==> config.mk <==
export PLATFORM = sky130hd
export DESIGN_NAME = twiddle_server
export DESIGN_NICKNAME = d
export VERILOG_FILES = /design/src/rtl/twiddle_server.sv
export SDC_FILE = /design/constraint.sdc
export NUM_CORES = 1
export LEC_CHECK = 0
export BUFFER_PORTS_ARGS = -buffer_cell sky130_fd_sc_hd__buf_2
export CAP_MARGIN = 20
export CORE_MARGIN = 3
export CORE_UTILIZATION = 35
export DETAILED_ROUTE_END_ITERATION = 8
export PLACE_DENSITY = 0.48
export SLEW_MARGIN = 30
export SYNTH_ARGS = -nofsm -noshare
export SYNTH_HDL_FRONTEND = slang
export SYNTH_SLANG_ARGS = --single-unit
==> constraint.sdc <==
create_clock -name clk -period 6.4 [get_ports clk]
set_input_delay 0.64 -clock clk [delete_from_list [all_inputs] [get_ports clk]]
set_output_delay 0.64 -clock clk [all_outputs]
set_load 0.1 [all_outputs]
==> src/rtl/twiddle_server.sv <==
// Twiddle-factor table with a LOADING/READY handshake and a two-stage registered read pipeline.
// Optional build macro TWIDDLE_CONJ_EN returns the conjugate (saturating negated imaginary part).
module twiddle_server #(
  parameter int unsigned WORDSIZE = 16,
  parameter int unsigned ADDRSIZE = 5,
  parameter int unsigned NUMADDR  = 32
) (
  input  logic                clk,
  input  logic                rst_n,
  input  logic                cs,
  input  logic [ADDRSIZE-1:0] addr,
  input  logic                ld_start,
  input  logic                ld_en,
  input  logic [ADDRSIZE-1:0] ld_addr,
  input  logic [WORDSIZE-1:0] ld_data_r,
  input  logic [WORDSIZE-1:0] ld_data_i,
  output logic [WORDSIZE-1:0] twiddle_r,
  output logic [WORDSIZE-1:0] twiddle_i,
  output logic                valid,
  output logic                ready,
  output logic                err
);

  localparam logic [ADDRSIZE-1:0] LAST_ADDR = ADDRSIZE'(NUMADDR - 1);
  localparam logic [WORDSIZE-1:0] MOST_NEG  = {1'b1, {(WORDSIZE-1){1'b0}}};
  localparam logic [WORDSIZE-1:0] MOST_POS  = ~MOST_NEG;

  typedef enum logic [1:0] {
    EMPTY   = 2'd0,
    LOADING = 2'd1,
    READY   = 2'd2
  } state_e;

  state_e              state_q;
  logic                ready_q;
  logic                err_q;
  logic                s1_vld_q;
  logic [ADDRSIZE-1:0] s1_addr_q;
  logic                valid_q;
  logic [WORDSIZE-1:0] tw_r_q;
  logic [WORDSIZE-1:0] tw_i_q;

  logic [WORDSIZE-1:0] mem_r_q [NUMADDR];
  logic [WORDSIZE-1:0] mem_i_q [NUMADDR];

  logic                rd_acc_c;
  logic                rd_rej_c;
  logic                wr_acc_c;
  logic                wr_rej_c;
  logic [WORDSIZE-1:0] imag_rd_c;
  logic [WORDSIZE-1:0] imag_out_c;

  // Request qualification uses the state at the request cycle.
  always_comb begin
    rd_acc_c = cs && (state_q == READY) && (32'(addr) < NUMADDR);
    rd_rej_c = cs && !rd_acc_c;
    wr_acc_c = ld_en && (state_q == LOADING) && (32'(ld_addr) < NUMADDR);
    wr_rej_c = ld_en && !wr_acc_c;
  end

  // Control FSM; ld_start has priority over completing a load.
  always_ff @(posedge clk or negedge rst_n) begin
    if (!rst_n) begin
      state_q <= EMPTY;
      ready_q <= 1'b0;
      err_q   <= 1'b0;
    end else begin
      err_q <= rd_rej_c || wr_rej_c;
      if (ld_start) begin
        state_q <= LOADING;
        ready_q <= 1'b0;
      end else if (wr_acc_c && (ld_addr == LAST_ADDR)) begin
        state_q <= READY;
        ready_q <= 1'b1;
      end
    end
  end

  // Table storage is deliberately not reset.
  always_ff @(posedge clk) begin
    if (wr_acc_c) begin
      mem_r_q[ld_addr] <= ld_data_r;
      mem_i_q[ld_addr] <= ld_data_i;
    end
  end

  always_comb begin
    imag_rd_c = mem_i_q[s1_addr_q];
`ifdef TWIDDLE_CONJ_EN
    imag_out_c = (imag_rd_c == MOST_NEG) ? MOST_POS : (~imag_rd_c + WORDSIZE'(1));
`else
    imag_out_c = imag_rd_c;
`endif
  end

  // Stage 1 registers the address, stage 2 registers the data; outputs hold between reads.
  always_ff @(posedge clk or negedge rst_n) begin
    if (!rst_n) begin
      s1_vld_q  <= 1'b0;
      s1_addr_q <= '0;
      valid_q   <= 1'b0;
      tw_r_q    <= '0;
      tw_i_q    <= '0;
    end else begin
      s1_vld_q <= rd_acc_c;
      if (rd_acc_c) begin
        s1_addr_q <= addr;
      end
      valid_q <= s1_vld_q;
      if (s1_vld_q) begin
        tw_r_q <= mem_r_q[s1_addr_q];
        tw_i_q <= imag_out_c;
      end
    end
  end

  assign twiddle_r = tw_r_q;
  assign twiddle_i = tw_i_q;
  assign valid     = valid_q;
  assign ready     = ready_q;
  assign err       = err_q;

endmodule

==> metrics.cfg <==
[synth]
async_flop_share=0.0394
synth_top_area_frac=0.745
syn_inst=2231
synthFlopType=edfxtp_1
yosysMostFrequentCell=edfxtp_1
synth_area_leaders=edfxtp_1 74%, mux2i_1 12%, a22oi_1 4.7%, dfrtp_1 2.5%, a21oi_1 1.6%
synth_nets=2278
syn_avg_cell_area_sq_um=18.5
yosysTopAreaCell=edfxtp_1
synth_seq_area_share=0.770
syn_area_sq_um=41300
synth-edff-count=1024
synth_cell_types=27
ys_top_cells_by_count=1024 x edfxtp_1, 512 x mux2i_1, 256 x a22oi_1
ys_ff_latch=1066
ys_warn_count=0

[clock_tree]
ctsResizeCount=0
cts_made_buffers=112
clock_latency_ns=0.69
root_buffer=clkbuf_16
cts_setup_buffers=0
clk_pin_slew_ns=0.06
ctsLongestPathBuffers=3
htreeDepth=3
ctsHoldBuffers=1
cts_tree=built
cts.sinks=1066

[setup_path]
crit_top_cell=buf_12
crit_buf_inv=2
critPathLaunchType=flop
regToRegSetupSlack_ns=2.85
crit_family=buffers and inverters
slowest_delay_ns=0.84
critPathMaxFanout=94
crit_slowest_cell=dfrtp_4
worstPathCellList=buf_12 -> buf_12 -> mux2i_1 -> a22oi_1 -> a21oi_1 -> nor4_1 -> mux2_2
worstSetupPathType=flop to flop
crit_path_end_kind=flop
worstPathArrival_ns=4.16
required_ns=7.01

[route]
wl_met3_mm=6.60
viasPerCell=5.39
drtAntennaViolNets=0
wirelength_mm=116
drcViolationCount=0
met2WireLength_mm=54.7
drt_iter0_markers=1834
num_vias=21444
wl_met1_mm=51.9
drt-wirelength-per-cell_um=29.1
dr.pass1.iters=5
highest_layer=met5

[sta]
setup_slack_ns=2.85
max_freq_mhz=282
setup_tns_ns=0
rsz0062_at_grt=false
hold_slack_ns=0.118
setup-violations-final=0
finalClockSkew_ns=0.0251
finalCriticalPeriod_ns=3.55
hold_viol_final=0
fin_crit_sh=0.555
slew_headroom=0.250
worstMarginPinSlew_ns=1.11
slew_violations=0

[floorplan]
die_h_um=349
dieArea_sq_um=122000
core_region_area_sq_um=117000
ioPinCount=82
rows=125
dieWidth_um=349
start_util=0.354

[placement]
port_buffers=81
place_ws_ns=2.83
place_congestion=0.726
dp.cells=3761
hpwl_mm=56.1

[grt]
grt_first_pass_wirelength_mm=162
grt_pass1_vias=21437
track_usage=0.186
grt_overflow=0
grt_max_degree=109
antenna_found_initial=8

[finish]
areaGrowthSynthToFinish_pct=14.5
final_layout_size_suffix_gt1_frac=0.156
diodes=0
n_fill_cell=10426
multi_input_area_sq_um=8890
seq_area_sq_um=31800
nNetsFinal=2400
instances_no_fill=3975

[min_path]
min_path_type=input port to flop

[run]
maxCapViolCount=0

[pwr]
power.density_nw_per_um2=318
ir_worst_vdd_uv=217
p_leak_nw=15.0

[status]
outcome=finished clean

-- flip-flops by register name, summed over array words and instances, names as in the netlist, 2 cells and up --
signal and flops:
twiddle_i 16, mem_i_q 512, s1_addr_q 5, mem_r_q 512, state_q 2, twiddle_r 16
-- worst paths after layout --
kind | startpoint | to | cells after the start
min reg2reg | twiddle_r[10] | twiddle_r[10] | 1
max in group asynchronous | rst_n | twiddle_i[3] | 3
min in group asynchronous | rst_n | twiddle_r[1] | 2
max | s1_addr_q[0] | twiddle_i[3] | 7
min | ld_start | state_q[1] | 2
max reg2reg | s1_addr_q[0] | twiddle_i[3] | 7
-- metal layers --
layer,vias to the layer above,track usage
met3,164,0.0316
met4,6,0.0461
met2,657,0.302
li1,9283,-
met1,11334,0.262
met5,-,0
-- placed cells by master (no fill, tap or decap), types with 2 or more instances in the layout --
cell	instances
a21oi_1	130
a22oi_1	256
buf_12	6
buf_2	80
buf_4	49
buf_6	3
bufinv_16	9
clkbuf_1	28
clkbuf_16	115
clkbuf_8	15
clkinv_1	22
clkinv_2	17
clkinv_4	2
dfrtp_1	40
edfxtp_1	1024
inv_1	2
inv_6	3
mux2_2	37
mux2i_1	512
nand2_1	5
nand2b_1	2
nand2b_2	2
nand3b_1	3
nor2_1	6
nor2_4	33
nor2b_4	2
nor4_1	31
or3_1	2
-- logic make-up (layout without fill, tap and decap cells) --
kind of cell / after synthesis / after routing / synth area share
multiplexers: 549 / 549 / 0.134
flip-flops: 1066 / 1066 / 0.770
AO/OA/AOI/OAI: 387 / 387 / 0.0624
AND/OR/NAND/NOR: 95 / 95 / 0.0118
buffers and inverters: 134 / 354 / 0.0212
-- final cells by class --
type / instances / share of cell area
sequential: 1066 / 0.673
multi-input combinational: 1031 / 0.188
timing repair buffer: 140 / 0.0203
clock buffer: 158 / 0.0675
tap: 1524 / 0.0404
clock inverter: 54 / 0.0104
inverter: 2 / 0.000159
-- metrics by stage --
step	util	instance area, sq um	power (W)
6_report	0.405	47200	0.0150
5_1_grt	0.405	47200	0.0155
4_1_cts	0.405	47200	0.0152
3_5_place_dp	0.373	43500	0.00876
3_3_place_gp	0.373	43500	0.00874
2_1_floorplan	-	41300	0.00844
-- power by group --
| part | switching [W] | total, W | internal (W) | leakage, nW |
|---|---|---|---|---|
| Combinational | 0.000628 | 0.000858 | 0.000231 | 3.49 |
| Sequential | 0.0000324 | 0.00775 | 0.00772 | 9.75 |
| Clock | 0.00262 | 0.00644 | 0.00381 | 1.81 |
Power figures use the tool's default switching activity.
